**src/rtl/victim_sched_pkg.sv**
```systemverilog
// Shared types and constants for the victim scheduler.
// Holds the FSM state encoding, default widths and the LFSR seed/taps.
// Imported by the interface, the LFSR and the scheduler top.
package victim_sched_pkg;

  typedef enum logic [1:0] {
    IDLE   = 2'd0,
    PICK   = 2'd1,
    SEARCH = 2'd2,
    RESP   = 2'd3
  } state_t;

  localparam int NREQ_DEF      = 4;
  localparam int WAYS_DEF      = 4;
  localparam int LFSR_BITS_DEF = 5;

  // Non-zero seed so the generator never locks up at all-zeros.
  localparam logic [LFSR_BITS_DEF-1:0] LFSR_SEED = 5'h1f;

  // Feedback taps: new msb = q[TAP_HI] ^ q[TAP_LO].
  localparam int LFSR_TAP_HI = 4;
  localparam int LFSR_TAP_LO = 1;

endpackage

```
**src/rtl/victim_scheduler_if.sv**
```systemverilog
// Request/response bundle between bank miss handlers and the victim scheduler.
// Latency: none (wires only).
// Backpressure: req side valid/ready per bank, resp side single valid/ready.
interface victim_scheduler_if
  import victim_sched_pkg::*;
#(
  parameter int NREQ = NREQ_DEF,
  parameter int WAYS = WAYS_DEF
);
  localparam int ID_W  = $clog2(NREQ);
  localparam int WAY_W = $clog2(WAYS);

  logic [NREQ-1:0]      req_valid;
  logic [NREQ-1:0]      req_ready;
  logic [NREQ*WAYS-1:0] req_way_valid;
  logic [NREQ*WAYS-1:0] req_way_lock;
  logic                 resp_valid;
  logic                 resp_ready;
  logic [ID_W-1:0]      resp_id;
  logic [WAY_W-1:0]     resp_way;
  logic                 resp_fail;

  // Miss handlers / result consumer side.
  modport master (
    output req_valid, req_way_valid, req_way_lock, resp_ready,
    input  req_ready, resp_valid, resp_id, resp_way, resp_fail
  );

  // Scheduler side.
  modport slave (
    input  req_valid, req_way_valid, req_way_lock, resp_ready,
    output req_ready, resp_valid, resp_id, resp_way, resp_fail
  );

endinterface

```
**src/rtl/victim_lfsr.sv**
```systemverilog
// Fibonacci LFSR feeding random victim candidates.
// Latency: new value visible the cycle after advance.
// Backpressure: none; holds its value while advance is low.
module victim_lfsr
  import victim_sched_pkg::*;
#(
  parameter int BITS = LFSR_BITS_DEF
) (
  input  logic            clk,
  input  logic            rst,
  input  logic            advance,
  output logic [BITS-1:0] q
);

  // Shift right, feed the tap xor into the msb; reseed on reset.
  always_ff @(posedge clk) begin
    if (rst) begin
      q <= LFSR_SEED[BITS-1:0];
    end else if (advance) begin
      q <= {q[LFSR_TAP_HI] ^ q[LFSR_TAP_LO], q[BITS-1:1]};
    end
  end

endmodule

```
**src/rtl/victim_scheduler.sv**
```systemverilog
// Round-robin shared victim picker: free unlocked way first, else random unlocked way.
// Latency: response 2 cycles after grant, plus one per locked-candidate search step.
// Backpressure: one request in flight; no grants until the response is accepted.
module victim_scheduler
  import victim_sched_pkg::*;
#(
  parameter  int NREQ      = NREQ_DEF,
  parameter  int WAYS      = WAYS_DEF,
  parameter  int LFSR_BITS = LFSR_BITS_DEF,
  localparam int WAY_W     = $clog2(WAYS),
  localparam int ID_W      = $clog2(NREQ)
) (
  input logic               clk,
  input logic               rst,
  victim_scheduler_if.slave bus
);

  state_t               state;
  logic [ID_W-1:0]      rr_ptr;
  logic [ID_W-1:0]      id_q;
  logic [WAYS-1:0]      valid_q;
  logic [WAYS-1:0]      lock_q;
  logic [WAY_W-1:0]     cand_q;
  logic                 resp_valid_q;
  logic [WAY_W-1:0]     resp_way_q;
  logic                 resp_fail_q;

  logic                 grant_vld;
  logic [ID_W-1:0]      grant_id;
  int                   rr_idx;
  logic [WAYS-1:0]      free;
  logic [WAY_W-1:0]     free_idx;
  logic [LFSR_BITS-1:0] lfsr_q;
  logic [WAY_W-1:0]     lfsr_cand;
  logic                 lfsr_adv;

  // First requesting bank at or after rr_ptr; lower offsets overwrite later ones.
  always_comb begin
    grant_vld = 1'b0;
    grant_id  = '0;
    rr_idx    = 0;
    for (int k = NREQ - 1; k >= 0; k--) begin
      rr_idx = int'(rr_ptr) + k;
      if (rr_idx >= NREQ) rr_idx = rr_idx - NREQ;
      if (bus.req_valid[rr_idx]) begin
        grant_vld = 1'b1;
        grant_id  = ID_W'(rr_idx);
      end
    end
  end

  // One-hot grant, only while idle so a single request is ever in flight.
  always_comb begin
    bus.req_ready = '0;
    if (state == IDLE && !rst && grant_vld) bus.req_ready[grant_id] = 1'b1;
  end

  // Lowest free way, plus the random candidate and when the generator steps.
  always_comb begin
    free     = ~valid_q & ~lock_q;
    free_idx = '0;
    for (int w = WAYS - 1; w >= 0; w--) begin
      if (free[w]) free_idx = WAY_W'(w);
    end
    // WAYS is a power of two, so masking equals taking the low WAY_W bits.
    lfsr_cand = WAY_W'(lfsr_q & LFSR_BITS'(WAYS - 1));
    lfsr_adv  = (state == PICK) && (free == '0) && !(&lock_q);
  end

  victim_lfsr #(.BITS(LFSR_BITS)) u_lfsr (
    .clk    (clk),
    .rst    (rst),
    .advance(lfsr_adv),
    .q      (lfsr_q)
  );

  // Scheduler FSM with registered response outputs.
  always_ff @(posedge clk) begin
    if (rst) begin
      state        <= IDLE;
      rr_ptr       <= '0;
      id_q         <= '0;
      valid_q      <= '0;
      lock_q       <= '0;
      cand_q       <= '0;
      resp_valid_q <= 1'b0;
      resp_way_q   <= '0;
      resp_fail_q  <= 1'b0;
    end else begin
      case (state)
        IDLE: begin
          if (grant_vld) begin
            id_q    <= grant_id;
            valid_q <= bus.req_way_valid[grant_id*WAYS +: WAYS];
            lock_q  <= bus.req_way_lock[grant_id*WAYS +: WAYS];
            state   <= PICK;
          end
        end
        PICK: begin
          if (free != '0) begin
            resp_way_q   <= free_idx;
            resp_fail_q  <= 1'b0;
            resp_valid_q <= 1'b1;
            state        <= RESP;
          end else if (&lock_q) begin
            resp_way_q   <= '0;
            resp_fail_q  <= 1'b1;
            resp_valid_q <= 1'b1;
            state        <= RESP;
          end else if (!lock_q[lfsr_cand]) begin
            resp_way_q   <= lfsr_cand;
            resp_fail_q  <= 1'b0;
            resp_valid_q <= 1'b1;
            state        <= RESP;
          end else begin
            cand_q <= lfsr_cand + 1'b1;
            state  <= SEARCH;
          end
        end
        SEARCH: begin
          // Some way is unlocked here, so this terminates within WAYS-1 steps.
          if (!lock_q[cand_q]) begin
            resp_way_q   <= cand_q;
            resp_fail_q  <= 1'b0;
            resp_valid_q <= 1'b1;
            state        <= RESP;
          end else begin
            cand_q <= cand_q + 1'b1;
          end
        end
        RESP: begin
          if (bus.resp_ready) begin
            resp_valid_q <= 1'b0;
            rr_ptr       <= (id_q == ID_W'(NREQ - 1)) ? '0 : id_q + 1'b1;
            state        <= IDLE;
          end
        end
        default: state <= IDLE;
      endcase
    end
  end

  assign bus.resp_valid = resp_valid_q;
  assign bus.resp_id    = id_q;
  assign bus.resp_way   = resp_way_q;
  assign bus.resp_fail  = resp_fail_q;

endmodule

```
**src/flat_wrapper.sv**
```systemverilog
// flat-port wrapper written by rule: the top's interface ports become plain ports
module victim_scheduler_flat import victim_sched_pkg::*;
#(
  parameter  int NREQ      = NREQ_DEF,
  parameter  int WAYS      = WAYS_DEF,
  parameter  int LFSR_BITS = LFSR_BITS_DEF,
  localparam int WAY_W     = $clog2(WAYS),
  localparam int ID_W      = $clog2(NREQ)
)
  (clk, rst, bus_req_valid, bus_req_way_valid, bus_req_way_lock, bus_resp_ready, bus_req_ready, bus_resp_valid, bus_resp_id, bus_resp_way, bus_resp_fail);
  victim_scheduler_if #(.NREQ(NREQ), .WAYS(WAYS)) bus_i ();
  input logic clk;
  input logic rst;
  input wire logic [$bits(bus_i.req_valid)-1:0] bus_req_valid;
  input wire logic [$bits(bus_i.req_way_valid)-1:0] bus_req_way_valid;
  input wire logic [$bits(bus_i.req_way_lock)-1:0] bus_req_way_lock;
  input wire logic [$bits(bus_i.resp_ready)-1:0] bus_resp_ready;
  output wire logic [$bits(bus_i.req_ready)-1:0] bus_req_ready;
  output wire logic [$bits(bus_i.resp_valid)-1:0] bus_resp_valid;
  output wire logic [$bits(bus_i.resp_id)-1:0] bus_resp_id;
  output wire logic [$bits(bus_i.resp_way)-1:0] bus_resp_way;
  output wire logic [$bits(bus_i.resp_fail)-1:0] bus_resp_fail;
  assign bus_i.req_valid = bus_req_valid;
  assign bus_i.req_way_valid = bus_req_way_valid;
  assign bus_i.req_way_lock = bus_req_way_lock;
  assign bus_i.resp_ready = bus_resp_ready;
  assign bus_req_ready = bus_i.req_ready;
  assign bus_resp_valid = bus_i.resp_valid;
  assign bus_resp_id = bus_i.resp_id;
  assign bus_resp_way = bus_i.resp_way;
  assign bus_resp_fail = bus_i.resp_fail;
  victim_scheduler #(.NREQ(NREQ), .WAYS(WAYS), .LFSR_BITS(LFSR_BITS)) u_core (.clk(clk), .rst(rst), .bus(bus_i));
endmodule
```
**config.mk**
```make
export PLATFORM = sky130hd
export DESIGN_NAME = victim_scheduler_flat
export DESIGN_NICKNAME = d
export VERILOG_FILES = /design/src/rtl/victim_sched_pkg.sv /design/src/rtl/victim_scheduler_if.sv /design/src/rtl/victim_lfsr.sv /design/src/rtl/victim_scheduler.sv /design/src/flat_wrapper.sv
export SDC_FILE = /design/constraint.sdc
export NUM_CORES = 1
export LEC_CHECK = 0
export CORE_MARGIN = 2
export CORE_UTILIZATION = 47
export DETAILED_ROUTE_END_ITERATION = 6
export PLACE_DENSITY = 0.8
export SLEW_MARGIN = 40
export SYNTH_ARGS = -nofsm -noshare
export SYNTH_HDL_FRONTEND = slang
export SYNTH_SLANG_ARGS = --single-unit
export TNS_END_PERCENT = 1
```
**constraint.sdc**
```tcl
create_clock -name clk -period 2.2 [get_ports clk]
set_input_delay 0.33 -clock clk [delete_from_list [all_inputs] [get_ports clk]]
set_output_delay 0.33 -clock clk [all_outputs]
set_load 0.02 [all_outputs]
```
==> run summary <==
detailed-routing wirelength on met1 - 1.73 mm
CP Class - input port to output port
most common cell after layout, fill and taps aside - clkdlybuf4s50_1
most frequent cells in the layout - 41 x clkdlybuf4s50_1, 24 x dfxtp_1, 18 x a211oi_1
vias per cell - 5.52
routed vias - 1580
count of cell types in the netlist - 43
uppermost layer routed - met4
worst slack, placed - -0.391 ns
pins over their slew limit - 0
combined area of all synthesized cells - 1600 um2
shortest clock period the worst path allows after layout - 2.10 ns
remaining antenna violation count after routing - 0
share of flip-flops with an asynchronous set or reset - 0%
areal power density over the cells - 945 nW/um2
number of cells on the worst hold path - 2
critical path peak fanout - 3
number of cell rows - 21
die height - 62.3 um
Worst Tran Pin Value - 0.358 ns
unrepaired setup endpoints after global routing - false
number of buffers created by CTS - 3
vias in the first global route - 1568
worst slew margin relative to its limit - 76.1%
number of cells produced by synthesis - 184
die span in x - 62.3 um
maximum root-to-sink buffer count - 2
total grt overflow - 0
part of the cycle the worst path needs - 95.6%
drt first-iter violations - 82
full die area - 3880 um2
number of failing setup endpoints in the final timing report - 0
share of layout cells above drive strength 1 - 14.2%
min setup slack post-route - 0.0964 ns
maximum VDD drop - 0.000467 V
portion of the post-synthesis area used by sequential elements - 31.4%
I/O pin total - 49
antenna violations before repair - 0
launch point of the critical path - bus_req_valid[3]
initial core utilization - 48.2%
DRC violation count after routing - 0
static leakage - 0.952 nW
post-cts hold buffer count - 0
Overall Global Routing Usage - 22.7%
status - finished clean
mean cell area of the mapped netlist - 8.67 um2
data arrival time of the critical path - 1.77 ns
met2 layer wire length in the routed design - 2.11 mm
HPWL after DPL - 3.17 mm
sink count of the clock tree - 25
cells on worst reg2reg path - 8
clock slew at the register clock pins of the worst setup and hold paths - 0.14 ns
worst hold path type - register to register
placeable core area - 3310 um2
Crit. End Element - output port
capturing point of the worst reg2reg path - u_core.cand_q[0]$_SDFFE_PP0P_
total length of routed met3 wires - 152 um
source of the worst register-to-register timing path - u_core.state[0]$_SDFFE_PP0P_
number of synthesized flops with an enable pin - 0
register-to-register setup slack - 0.36 ns
final cell count without fillers - 286
max-cap viol count - 0
Worst Setup Start Kind - input port
Layout Area Growth over Synthesis - 41.2%
worst clock skew on the final layout - 0.00347 ns
number of failing hold endpoints at the final stage - 0
YS warnings - 0
worst-skew pair later-pin latency - 0.33 ns
number of antenna repair diodes - 0
nets - 286
Clock Tree Root - clkbuf_4
final RePlAce weighted congestion - 0.795
final WL - 4.06 mm
Critical Path Sink - bus_req_ready[2]
required time at the worst-slack endpoint - 1.87 ns
DP Cell Count - 281
post-synth net total - 229
Wirelength per Cell - 14.2 um
Max H-tree Level - 1
maximum number of pins on one net before global-route repair - 27
CTS tree - built
first-pass detailed-route iteration total - 4
maximum clock frequency - 475 MHz
number of storage elements in the synthesis netlist - 25
top_reg_cell synth - dfxtp_1
global-route wire length before repair - 7.11 mm
Port Buf Inserts - 48
Post-Route Setup TNS - 0 ns
[per-layer routing]
layer  GRT usage (%)  vias up
met4            8.61        0
met5               0        -
met3            5.25        6
li1                -      798
met1            25.7      746
met2            41.4       30
[repair_timing]
| item | in CTS | in global routing |
|---|---|---|
| gates resized for setup | 16 | 11 |
| endpoints found under the setup margin | 4 | 4 |
| pin swaps | 1 | 2 |
| setup buffers | 0 | 1 |
[synth_stat cells, types with 2 or more instances]
cell | number | area, um2
dfxtp_1 | 25 | 500
a211oi_1 | 18 | 135
nand2_1 | 12 | 45.0
nor2_1 | 12 | 45.0
mux2i_1 | 11 | 110
nor3b_1 | 11 | 82.6
a21oi_1 | 9 | 45.0
clkbuf_1 | 9 | 33.8
o21bai_1 | 9 | 67.6
inv_1 | 7 | 26.3
ha_1 | 6 | 75.1
nand3b_1 | 5 | 37.5
nand2b_1 | 4 | 25.0
nor3_1 | 4 | 20.0
a21o_1 | 3 | 22.5
buf_2 | 3 | 15.0
nand4_1 | 3 | 18.8
o21ai_1 | 3 | 15.0
mux4_2 | 2 | 45.0
nor2b_1 | 2 | 12.5
o21ai_0 | 2 | 10.0
o22a_1 | 2 | 17.5
o22ai_1 | 2 | 12.5
[worst min-delay path by stage]
stage / start / endpoint / slack (ns)
after floorplan: u_core.u_lfsr.q[2]$_SDFFE_PP1P_ / u_core.u_lfsr.q[1]$_SDFFE_PP1P_ / 0.44
after CTS: u_core.u_lfsr.q[3]$_SDFFE_PP1P_ / u_core.u_lfsr.q[3]$_SDFFE_PP1P_ / 0.50
after detailed placement: u_core.u_lfsr.q[3]$_SDFFE_PP1P_ / u_core.u_lfsr.q[3]$_SDFFE_PP1P_ / 0.47
after global routing: u_core.bus.resp_valid$_SDFFE_PP0P_ / u_core.bus.resp_valid$_SDFFE_PP0P_ / 0.51
after global placement: u_core.u_lfsr.q[2]$_SDFFE_PP1P_ / u_core.u_lfsr.q[1]$_SDFFE_PP1P_ / 0.44
final: u_core.u_lfsr.q[3]$_SDFFE_PP1P_ / u_core.u_lfsr.q[3]$_SDFFE_PP1P_ / 0.49
[report_power, final]
part	internal, W	total [W]	switching (W)
Sequential	0.000578	0.000693	0.000116
Combinational	0.000601	0.00122	0.000618
Clock	0.0000685	0.000216	0.000147
Total	0.00125	0.00213	0.000881
[critical path, cell delays in order]
cell and delay [ns]:
clkdlybuf4s50_1 0.47, nor4_4 0.30, buf_4 0.16, nor2b_2 0.04, and3_1 0.16, nor3b_2 0.16, buf_2 0.16
[cell type report]
cell class	count	area, um2
Inverter	7	26.3
Clock buffer	3	22.5
Sequential cell	25	502
Timing Repair Buffer	64	588
Clock inverter	1	5.00
Tap cell	46	57.6
Fill cell	300	1060
Multi-Input combinational cell	140	1050
[flip-flops by register name (all words and copies together) (netlist names), 2 cells and up]
name,flops
u_core.valid_q,4
u_core.lock_q,4
u_core.bus.resp_id,2
u_core.state,2
u_core.rr_ptr,2
u_core.bus.resp_way,2
u_core.cand_q,2
u_core.u_lfsr.q,5
[metrics by stage]
step / area [um2] / hold slack (ns) / power [W] / util [%]
finish: 2250 / 0.494 / 0.00213 / 68.0
global placement: 2200 / 0.441 / 0.00186 / 66.5
CTS: 2230 / 0.497 / 0.00212 / 67.3
global route: 2250 / 0.514 / 0.00230 / 68.0
detailed placement: 2200 / 0.470 / 0.00192 / 66.5
floorplan: 1600 / 0.438 / 0.00146 / -
[cell families after synthesis]
| logic type | Yosys count | synth area share, % |
|---|---|---|
| simple gates | 62 | 22.0 |
| compound gates | 57 | 26.4 |
| flops | 25 | 31.4 |
| buf+inv | 19 | 4.71 |
| mux | 13 | 9.73 |
| fa+ha+maj | 6 | 4.71 |
| xor+xnor | 2 | 1.10 |
(Power assumes the default switching activity.)
